File: config.mk
export PLATFORM = sky130hd
export DESIGN_NAME = pc_unit_flat
export DESIGN_NICKNAME = d
export VERILOG_FILES = /design/src/rtl/pc_unit_if.sv /design/src/rtl/pc_unit.sv /design/src/flat_wrapper.sv
export SDC_FILE = /design/constraint.sdc
export NUM_CORES = 1
export LEC_CHECK = 0
export BUFFER_PORTS_ARGS = -buffer_cell sky130_fd_sc_hd__buf_2
export CAP_MARGIN = 20
export CORE_AREA = 5 5 93 95
export DETAILED_ROUTE_END_ITERATION = 7
export DIE_AREA = 0 0 98 100
export PLACE_DENSITY_LB_ADDON = 0.08
export REMOVE_ABC_BUFFERS = 1
export SYNTH_ARGS = -nofsm -noshare
export SYNTH_HDL_FRONTEND = slang
export SYNTH_SLANG_ARGS = --single-unit
export TNS_END_PERCENT = 100
File: constraint.sdc
create_clock -name clk -period 4 [get_ports clk]
set_input_delay 0.2 -clock clk [delete_from_list [all_inputs] [get_ports clk]]
set_output_delay 0.2 -clock clk [all_outputs]
set_load 0.05 [all_outputs]
File: src/rtl/pc_unit_if.sv
// pc_unit_if: control inputs and fetch-address outputs of the program counter unit.
`ifndef WORD
`define WORD [31:0]
`endif
interface pc_unit_if;
  logic stall;
  logic halt;
  logic uncond_branch;
  logic cond_branch;
  logic zero;
  logic reg_branch;
  logic `WORD branch_offset;
  logic `WORD reg_target;
  logic `WORD pc;
  logic `WORD pc_plus4;
  logic valid;
  logic halted;
  logic fault;
  modport master (
    output stall, halt, uncond_branch, cond_branch, zero, reg_branch, branch_offset, reg_target,
    input pc, pc_plus4, valid, halted, fault
  );
  modport slave (
    input stall, halt, uncond_branch, cond_branch, zero, reg_branch, branch_offset, reg_target,
    output pc, pc_plus4, valid, halted, fault
  );
endinterface

File: src/rtl/pc_unit.sv
// pc_unit: BOOT/RUN/HALT program counter with branch selection.
// Define PC_BOUNDS_CHECK_EN to halt with fault on misaligned or out-of-range next pc.
`ifndef WORD
`define WORD [31:0]
`endif
module pc_unit #(
  parameter logic `WORD RESET_PC = '0,
  parameter int IMEM_SIZE = 1024
) (
  input logic clk,
  input logic reset,
  pc_unit_if.slave bus
);
  typedef enum logic [1:0] {BOOT, RUN, HALT} state_t;
  state_t state, state_n;
  logic `WORD pc_q, pc_n, target;
  logic run, adv, bad;
  assign run = state == RUN;
  assign adv = run && !bus.stall;
  assign target = bus.reg_branch ? bus.reg_target
                : (bus.uncond_branch || (bus.cond_branch && bus.zero)) ? pc_q + (bus.branch_offset << 2)
                : pc_q + 32'd4;
`ifdef PC_BOUNDS_CHECK_EN
  logic fault_q;
  assign bad = |target[1:0] || ((target >> 2) >= 32'(IMEM_SIZE));
  always_ff @(posedge clk or posedge reset)
    if (reset) fault_q <= 1'b0;
    else fault_q <= fault_q | (adv && bad);
  assign bus.fault = fault_q;
`else
  assign bad = 1'b0;
  assign bus.fault = 1'b0;
`endif
  always_comb begin
    state_n = state == BOOT ? RUN : (run && (bus.halt || (adv && bad))) ? HALT : state;
    pc_n = (adv && !bus.halt && !bad) ? target : pc_q;
  end
  always_ff @(posedge clk or posedge reset)
    if (reset) begin
      state <= BOOT;
      pc_q <= RESET_PC;
    end else begin
      state <= state_n;
      pc_q <= pc_n;
    end
  assign bus.pc = pc_q;
  assign bus.pc_plus4 = pc_q + 32'd4;
  assign bus.valid = run;
  assign bus.halted = state == HALT;
endmodule

File: src/flat_wrapper.sv
// flat-port wrapper written by rule: the top's interface ports become plain ports
module pc_unit_flat 
#(
  parameter logic `WORD RESET_PC = '0,
  parameter int IMEM_SIZE = 1024
)
  (clk, reset, bus_stall, bus_halt, bus_uncond_branch, bus_cond_branch, bus_zero, bus_reg_branch, bus_branch_offset, bus_reg_target, bus_pc, bus_pc_plus4, bus_valid, bus_halted, bus_fault);
  pc_unit_if bus_i ();
  input logic clk;
  input logic reset;
  input wire logic [$bits(bus_i.stall)-1:0] bus_stall;
  input wire logic [$bits(bus_i.halt)-1:0] bus_halt;
  input wire logic [$bits(bus_i.uncond_branch)-1:0] bus_uncond_branch;
  input wire logic [$bits(bus_i.cond_branch)-1:0] bus_cond_branch;
  input wire logic [$bits(bus_i.zero)-1:0] bus_zero;
  input wire logic [$bits(bus_i.reg_branch)-1:0] bus_reg_branch;
  input wire logic [$bits(bus_i.branch_offset)-1:0] bus_branch_offset;
  input wire logic [$bits(bus_i.reg_target)-1:0] bus_reg_target;
  output wire logic [$bits(bus_i.pc)-1:0] bus_pc;
  output wire logic [$bits(bus_i.pc_plus4)-1:0] bus_pc_plus4;
  output wire logic [$bits(bus_i.valid)-1:0] bus_valid;
  output wire logic [$bits(bus_i.halted)-1:0] bus_halted;
  output wire logic [$bits(bus_i.fault)-1:0] bus_fault;
  assign bus_i.stall = bus_stall;
  assign bus_i.halt = bus_halt;
  assign bus_i.uncond_branch = bus_uncond_branch;
  assign bus_i.cond_branch = bus_cond_branch;
  assign bus_i.zero = bus_zero;
  assign bus_i.reg_branch = bus_reg_branch;
  assign bus_i.branch_offset = bus_branch_offset;
  assign bus_i.reg_target = bus_reg_target;
  assign bus_pc = bus_i.pc;
  assign bus_pc_plus4 = bus_i.pc_plus4;
  assign bus_valid = bus_i.valid;
  assign bus_halted = bus_i.halted;
  assign bus_fault = bus_i.fault;
  pc_unit #(.RESET_PC(RESET_PC), .IMEM_SIZE(IMEM_SIZE)) u_core (.clk(clk), .reset(reset), .bus(bus_i));
endmodule
==> reports/results.env, run 1 <==
RUN_STATUS='finished, final reports clean'
FLOORPLAN.DIE.HEIGHT_UM=100
YS_TYPES=67
TIMING.CRITICAL_PATH.TO_TYPE='flip-flop'
CRIT_ARRIVAL_NS=3.51
ROW_COUNT=32
POST_CTS_RESIZE_COUNT=0
GRT_SETUP_UNREPAIRED='false'
GRT.TOTAL_USAGE=0.297
GRT_ANTENNA_BEFORE_REPAIR=0
SYNTH.CELL_AREA_SQ_UM=4160
PIN_COUNT=139
LAYOUT.CELLS.MOST_COMMON_LIST='sky130_fd_sc_hd__buf_2 (135), sky130_fd_sc_hd__nand2_1 (60), sky130_fd_sc_hd__nor2_1 (47)'
CRIT_PATH_CELL_TRACE='ha_1, fa_1, a21o_1, a2111oi_4, or3_1, a211oi_1, nor4b_2, nor3_1, nor4_2'
YS_WARN_COUNT=0
WORSTHOLDPATHTYPE='in -> async'
GP_CONGESTION=0.966
GRT_USE_MET1=0.396
GLOBALROUTE.TOTALOVERFLOW=0
SYNTHTOLAYOUTAREAGROWTH_PCT=19.4
FIRST_PASS_GRT_WIRE_LENGTH_UM=23500
VIAS_IN_THE_FIRST_GLOBAL_ROUTE=4548
SYNTHXORXNORAREAFRAC=0.0948
DRC=0
NUM-NETS-FINAL=766
POSTROUTEWIRELENGTH_UM=15000
USE_MET3=0.0591
PROPORTION_OF_LAYOUT_CELLS_WITH_A_DRIVE_SUFFIX_ABOVE_1=0.245
SYNTH-COMPOUND-AREA-SHARE=0.295
SYNTHSIMPLEGATEAREAFRAC=0.247
CTS-BUFFERS-INSERTED=5
NUMBER_OF_ENABLE_TYPE_REGISTER_CELLS_IN_THE_SYNTHESIZED_NETLIST=0
LAYOUT_COMMONEST_CELL='sky130_fd_sc_hd__buf_2'
PERIOD_MINUS_SLACK_NS=3.30
PORT_BUFFERS=135
SYNTH-SEQ-CELLS=34
PRE_CTS_SLACK_NS=0.849
TIGHTESTPINTRANSITION_NS=0.831
SYNTH_TOP_FAMILY_BY_AREA='compound AO/OA/AOI/OAI gates'
DETAIL_ROUTE.FIRST_PASS.ITERATIONS=5
DESIGN.DIE.AREA_SQ_UM=9800
FINAL_MIN_PERIOD_OVER_CLOCK_PERIOD=0.825
ROUTED_VIAS_INST=6.29
ROOT_BUFFER='sky130_fd_sc_hd__clkbuf_8'
POST-ROUTE-WORST-SETUP-SLACK_NS=0.702
SETUP.WORST_PATH.CLASS='reg -> reg'
FINAL-INSTANCE-COUNT-EXCL-FILL=764
CTS_HOLD_BUF=0
DESIGN.CORE.AREA_SQ_UM=7650
CTS_SETUP_BUFFERS=0
POWER.LEAKAGE_nW=2.31
HOLD_VIOL=0
WL_PER_CELL_UM=19.6
GRTUSAGEMET2=0.500
NUMCLOCKSINKS=34
VDD_IR_DROP_MAX_uV=222
FILLER_CELL_COUNT=727
SETUP_VIOL=0
ANT_NETS=0
FIN_CLK_SKEW_NS=0.0103
SYNTH_MUX_AREA_FRAC=0.0199
SEQ_AREA_FRAC_SYNTH=0.205
TNS_SETUP_NS=0
MAXSLEWHEADROOM=0.446
CRITICAL_PATH.N_BUFFERS_INVERTERS=0
SYNTH_AREA_PER_CELL_SQ_UM=7.63
TIMING_LIMITED_MAXIMUM_FREQUENCY_MHz=303
WORST_HOLD_SLACK_NS=0.0252
MAXCAPVIOLCOUNT=0
SYNTHESIZED_AREA_FRACTION_OCCUPIED_BY_ADDER_CELLS=0.0951
WORSTPATHREQUIRED_NS=4.21
ANTENNA_DIODE_COUNT=0
CRITICAL_PATH.STARTPOINT_TYPE='flip-flop'
PATH_MAX_FANOUT=7
DRC_MARKER_COUNT_FROM_THE_FIRST_DETAILED_ROUTE_ITERATION=282
WORST_PATH_MAX_DELAY_CELL='sky130_fd_sc_hd__nor4b_2'
TOP_USAGE_LAYER='met2'
H-TREE-DEPTH=2
ASYNC_FLOP_SHARE=1.00
CRITPATHTOPFAMILY='simple AND/OR/NAND/NOR gates'
CELLPOWERDENSITY_nW_PER_UM2=382
REPORT.POWER.TOTAL_mW=1.89
DR_TOTAL_VIAS=4805
CTSLONGESTPATHBUFFERS=2
HPWL_UM=11300
FF_LATCH_AREA_SQ_UM=851
MAXSLEWVIOLCOUNT=0
CLKTRANSATPATHREGS_NS=0.08
FLOORPLAN.INITIALDENSITY=0.544
FLOORPLAN.DIE.WIDTH_UM=98
YS.FLOP_TYPE='sky130_fd_sc_hd__dfrtp_1'
TRITONCTS='built'
SYN_INST=545
MULTI_INPUT_COMB_AREA_SQ_UM=3130
NUMPLACEDINSTANCES=758
LARGEST_NET_DEGREE_AT_THE_START_OF_GLOBAL_ROUTING=35
CLOCK_LATENCY_NS=0.30
CRIT_PATH_MAX_CELL_DELAY_NS=0.56
## final cells by class
type / instances / share of cell area
inverter: 13 / 0.00983
sequential: 34 / 0.171
clock buffer: 6 / 0.0166
timing repair buffer: 141 / 0.145
multi-input combinational: 468 / 0.631
tap: 102 / 0.0257
## routing by layer
metal | share of wire | routed length (um) | up-vias
met5 | 0 | 0 | -
met4 | 0.013 | 191 | 0
met3 | 0.079 | 1190 | 18
met2 | 0.47 | 7090 | 236
met1 | 0.44 | 6530 | 2283
li1 | - | - | 2268
## state kept, by name, indices dropped and copies added (netlist names)
signal and cells:
u_core.state 2, u_core.bus.pc 32
## path summary, 6_finish.rpt
check	slack [ns]	cells after the start	endpoint	start
max	0.70	9	u_core.bus.pc[28]	u_core.bus.pc[2]
min	0.03	3	u_core.bus.pc[25]	reset
max reg2reg	0.70	9	u_core.bus.pc[28]	u_core.bus.pc[2]
min reg2reg	0.47	1	u_core.state[1]	u_core.state[1]
max in group asynchronous	3.62	3	u_core.state[1]	reset
min in group clk	0.10	2	u_core.state[0]	bus_halt
## worst register-to-register path: stages, from the launching register on
cell	delay [ns]
sky130_fd_sc_hd__dfrtp_1	0.46
sky130_fd_sc_hd__ha_1	0.28
sky130_fd_sc_hd__fa_1	0.41
sky130_fd_sc_hd__a21o_1	0.23
sky130_fd_sc_hd__a2111oi_4	0.46
sky130_fd_sc_hd__or3_1	0.24
sky130_fd_sc_hd__a211oi_1	0.14
sky130_fd_sc_hd__nor4b_2	0.56
sky130_fd_sc_hd__nor3_1	0.15
sky130_fd_sc_hd__nor4_2	0.28
## power by group
part,internal (mW),switching (mW)
Clock,0.133,0.145
Combinational,0.357,0.777
Sequential,0.387,0.0941
Total,0.877,1.02
## stage by stage
stage	instance area [sq um]	utilization
3_5_place_dp	4880	0.638
3_3_place_gp	4880	0.638
5_1_grt	4960	0.649
2_1_floorplan	4030	-
6_report	4960	0.649
4_1_cts	4960	0.649
## kinds of logic after synthesis
kind of cell / after synthesis
XOR/XNOR: 45
AO/OA/AOI/OAI: 179
AND/OR/NAND/NOR: 204
other: 1
buffers and inverters: 43
multiplexers: 8
flip-flops: 34
adder cells (fa/ha/maj): 31
## synth_stat cells, drive strengths merged (13+ instances only)
library cell / number / area, sq um
o21ai: 44 / 224
nand3: 26 / 135
ha: 30 / 375
xnor2: 28 / 245
nor2: 47 / 176
xor2: 17 / 149
a21oi: 43 / 215
dfrtp: 34 / 851
inv: 13 / 48.8
nand2: 60 / 225
clkbuf: 24 / 90.1
(Power assumes the default switching activity.)
==> run 2: changes to the inputs <==
--- a/config.mk
+++ b/config.mk
@@ -5,11 +5,12 @@
 export SDC_FILE = /design/constraint.sdc
 export NUM_CORES = 1
 export LEC_CHECK = 0
+export ABC_AREA = 1
 export BUFFER_PORTS_ARGS = -buffer_cell sky130_fd_sc_hd__buf_2
 export CAP_MARGIN = 20
-export CORE_AREA = 5 5 93 95
+export CORE_AREA = 5 5 106 108
 export DETAILED_ROUTE_END_ITERATION = 7
-export DIE_AREA = 0 0 98 100
+export DIE_AREA = 0 0 111 113
 export PLACE_DENSITY_LB_ADDON = 0.08
 export REMOVE_ABC_BUFFERS = 1
 export SYNTH_ARGS = -nofsm -noshare
==> constraint.sdc (replaced) <==
create_clock -name clk -period 3 [get_ports clk]
set_input_delay 0.15 -clock clk [delete_from_list [all_inputs] [get_ports clk]]
set_output_delay 0.15 -clock clk [all_outputs]
set_load 0.05 [all_outputs]
==> run 2 against run 1 <==
Compared with the run above: first-iteration DRC count grew 87%; die area up 28%; core utilization fell by 7.3 points; critical endpoint is now bus_pc_plus4[16]; routed wire length grew 15%; sequential power grew 9.8%; largest power group unchanged; total power shrank 0.89%; worst setup slack worse by 0.26 ns; synthesized area grew 18%; combinational power shrank 27%.
==> reports/results.env, run 2 <==
POWER.LEAKAGE_nW=3.52  # +52%
POST_CTS_RESIZE_COUNT=0  # unchanged
CTS_SETUP_BUFFERS=0  # unchanged
DESIGN.DIE.AREA_SQ_UM=12500  # +28%
CLOCK_LATENCY_NS=0.29  # about the same
CELLPOWERDENSITY_nW_PER_UM2=321  # -16%
H-TREE-DEPTH=2  # unchanged
PORT_BUFFERS=135  # unchanged
YS.FLOP_TYPE='sky130_fd_sc_hd__dfrtp_1'
TIGHTESTPINTRANSITION_NS=0.900  # +0.0692 ns
SYNTH.CELL_AREA_SQ_UM=4890  # +18%
DRC=0  # unchanged
PROPORTION_OF_LAYOUT_CELLS_WITH_A_DRIVE_SUFFIX_ABOVE_1=0.163  # -0.0818
POST-SYNTH-TOP-AREA-FRACTION=0.265  # +0.0607
TIMING.CRITICAL_PATH.TO_TYPE='output port'
LAYOUT_COMMONEST_CELL='sky130_fd_sc_hd__nand2_1'
MAXCAPVIOLCOUNT=0  # unchanged
FIN_CLK_SKEW_NS=0.00984  # -0.000466 ns
SYN_INST=893  # +64%
FINAL-INSTANCE-COUNT-EXCL-FILL=1161  # +52%
NUMPLACEDINSTANCES=1152  # +52%
ROW_COUNT=37  # +16%
SYNTH_AREA_PER_CELL_SQ_UM=5.48  # -28%
MAXSLEWVIOLCOUNT=0  # unchanged
SYNTH_MOST_COMMON_CELL='sky130_fd_sc_hd__nand2_1'
ROUTED_VIAS_INST=5.15  # -18%
DR_TOTAL_VIAS=5983  # +25%
CLKTRANSATPATHREGS_NS=0.07  # about the same
SEQ_AREA_FRAC_SYNTH=0.174  # -0.0308
SETUP.WORST_PATH.CLASS='reg -> out'
WL_PER_CELL_UM=14.9  # -24%
ROOT_BUFFER='sky130_fd_sc_hd__clkbuf_8'
NUM-NETS-FINAL=1127  # +47%
SETUP_VIOL=0  # unchanged
CTSLONGESTPATHBUFFERS=2  # unchanged
VDD_IR_DROP_MAX_uV=238  # +7.2%
TRITONCTS='built'
LAYOUT.CELLS.MOST_COMMON_LIST='sky130_fd_sc_hd__nand2_1 (346), sky130_fd_sc_hd__buf_2 (135), sky130_fd_sc_hd__inv_1 (134)'
DESIGN.CORE.AREA_SQ_UM=10100  # +33%
GP_CONGESTION=0.969  # +0.27%
SYNTH-SEQ-CELLS=34  # unchanged
FIRST_PASS_GRT_WIRE_LENGTH_UM=27700  # +18%
TIMING_LIMITED_MAXIMUM_FREQUENCY_MHz=391
CRIT_ARRIVAL_NS=2.41  # -1.10 ns
GRT.TOTAL_USAGE=0.271  # -0.0254
GRT_SETUP_UNREPAIRED='false'
CTS-BUFFERS-INSERTED=5  # unchanged
COMMONEST_CELLS_POST_SYNTH='sky130_fd_sc_hd__nand2_1 (346), sky130_fd_sc_hd__inv_1 (134), sky130_fd_sc_hd__nor2_1 (110)'
POST_SYNTH_MAIN_AREA_CONTRIBUTORS='sky130_fd_sc_hd__nand2_1 (27%), sky130_fd_sc_hd__dfrtp_1 (17%), sky130_fd_sc_hd__inv_1 (10%)'
VIAS_IN_THE_FIRST_GLOBAL_ROUTE=5640  # +24%
RUN_STATUS='finished, final reports clean'
FLOORPLAN.DIE.HEIGHT_UM=113  # +13%
LARGEST_REG_FLOPS=32  # unchanged
DRC_MARKER_COUNT_FROM_THE_FIRST_DETAILED_ROUTE_ITERATION=527  # +87%
GLOBALROUTE.TOTALOVERFLOW=0  # unchanged
ANTENNA_DIODE_COUNT=0  # unchanged
LARGEST_NET_DEGREE_AT_THE_START_OF_GLOBAL_ROUTING=36  # +2.9%
HPWL_UM=14200  # +26%
WORSTPATHREQUIRED_NS=2.85  # -1.36 ns
ASYNC_FLOP_SHARE=1.00  # unchanged
SYNTHTOLAYOUTAREAGROWTH_PCT=19.4  # about the same
WORSTHOLDPATHTYPE='in -> reg'
TNS_SETUP_NS=0  # unchanged
HOLD_VIOL=0  # unchanged
FINAL_MIN_PERIOD_OVER_CLOCK_PERIOD=0.853
PATH_MAX_FANOUT=7  # unchanged
DETAIL_ROUTE.FIRST_PASS.ITERATIONS=5  # unchanged
FLOORPLAN.INITIALDENSITY=0.483  # -0.0609
GRT_ANTENNA_BEFORE_REPAIR=0  # unchanged
FLOORPLAN.DIE.WIDTH_UM=111  # +13%
CRITICAL_PATH.STARTPOINT_TYPE='flip-flop'
ANT_NETS=0  # unchanged
PIN_COUNT=139  # unchanged
PERIOD_MINUS_SLACK_NS=2.56
POSTROUTEWIRELENGTH_UM=17300  # +15%
YS_WARN_COUNT=0  # unchanged
MAXSLEWHEADROOM=0.399  # -0.0468
SYNTH_TOP_AREA_CELL='sky130_fd_sc_hd__nand2_1'
YS_TYPES=39  # -42%
NUMBER_OF_ENABLE_TYPE_REGISTER_CELLS_IN_THE_SYNTHESIZED_NETLIST=0  # unchanged
CTS_HOLD_BUF=1  # +1
NUMCLOCKSINKS=34  # unchanged
-- run 2: cell count changes after synthesis, moves of 9 or more --
cell	previous run	this run
sky130_fd_sc_hd__inv_1	13	134
sky130_fd_sc_hd__xnor2_1	28	3
sky130_fd_sc_hd__nand3b_1	1	12
sky130_fd_sc_hd__a211oi_1	12	0
sky130_fd_sc_hd__nand3_1	25	71
sky130_fd_sc_hd__nor2_1	47	110
sky130_fd_sc_hd__o21ai_0	33	13
sky130_fd_sc_hd__nand2_1	60	346
sky130_fd_sc_hd__clkbuf_1	24	12
sky130_fd_sc_hd__a21o_1	12	1
sky130_fd_sc_hd__and3_1	11	0
sky130_fd_sc_hd__o21ai_1	10	1
-- run 2: cell families (layout without fill, tap and decap cells) --
logic type | count (synthesis) | count (layout) | share of synthesized area
compound gates | 84 | 84 | 0.0992
xor+xnor | 17 | 17 | 0.0304
fa+ha+maj | 31 | 31 | 0.0808
buf+inv | 155 | 287 | 0.125
flops | 34 | 34 | 0.174
mux | 2 | 2 | 0.00460
other cells | 1 | 1 | 0.000766
simple gates | 569 | 569 | 0.486
-- run 2: cell type report --
class                   count  area (sq um)
multi-input cells         704          3440
clock buffers               5          68.8
repair buffers            143           738
fillers                  1127          4300
inverters                 136           510
well taps                 136           170
clock inverters             3          68.8
flip-flops and latches     34           851
-- run 2: metrics by stage --
stage	hold slack, ns	setup WS [ns]	power, mW	instance area [sq um]	utilization
CTS	0.0852	0.438	1.87	5840	0.576
global placement	0.292	0.692	1.35	5700	0.562
detailed placement	0.289	0.677	1.35	5700	0.562
global route	0.0853	0.271	1.99	5840	0.576
finish	0.0905	0.441	1.88	5840	0.576
floorplan	0.273	0.246	1.10	4790	-
-- run 2: report_power, final --
part / switching [mW] / leakage [nW] / internal (mW)
logic: 0.579 / 3.03 / 0.248
clock network: 0.188 / 0.0683 / 0.333
registers: 0.0494 / 0.422 / 0.479
total: 0.816 / 3.52 / 1.06
-- run 2: worst max-delay path, stage by stage, from the launching register on --
cell and delay, ns:
sky130_fd_sc_hd__dfrtp_1 0.49, sky130_fd_sc_hd__ha_1 0.22, sky130_fd_sc_hd__nand2_1 0.11, sky130_fd_sc_hd__nor2_4 0.19, sky130_fd_sc_hd__nand2_1 0.16, sky130_fd_sc_hd__nor2_2 0.18, sky130_fd_sc_hd__and2_2 0.19, sky130_fd_sc_hd__xor2_1 0.26
sky130_fd_sc_hd__buf_2 0.33
-- run 2: layer usage --
layer / part of all wire / global-route usage
met5: 0 / 0
met1: 0.45 / 0.365
met3: 0.079 / 0.0401
met4: 0.023 / 0.0731
met2: 0.45 / 0.456
-- run 2: path summary, 6_finish.rpt --
check,to,slack (ns),startpoint,cells after the start
worst max-delay path,bus_pc_plus4[16],0.44,u_core.bus.pc[3],8
worst min-delay path,u_core.bus.pc[1],0.09,bus_reg_target[1],2
worst max register to register,u_core.bus.pc[24],0.64,u_core.bus.pc[2],13
worst min register to register,u_core.bus.pc[1],0.53,u_core.bus.pc[1],1
max in group asynchronous,u_core.bus.pc[22],1.78,reset,4
min in group asynchronous,u_core.bus.pc[5],0.50,reset,3
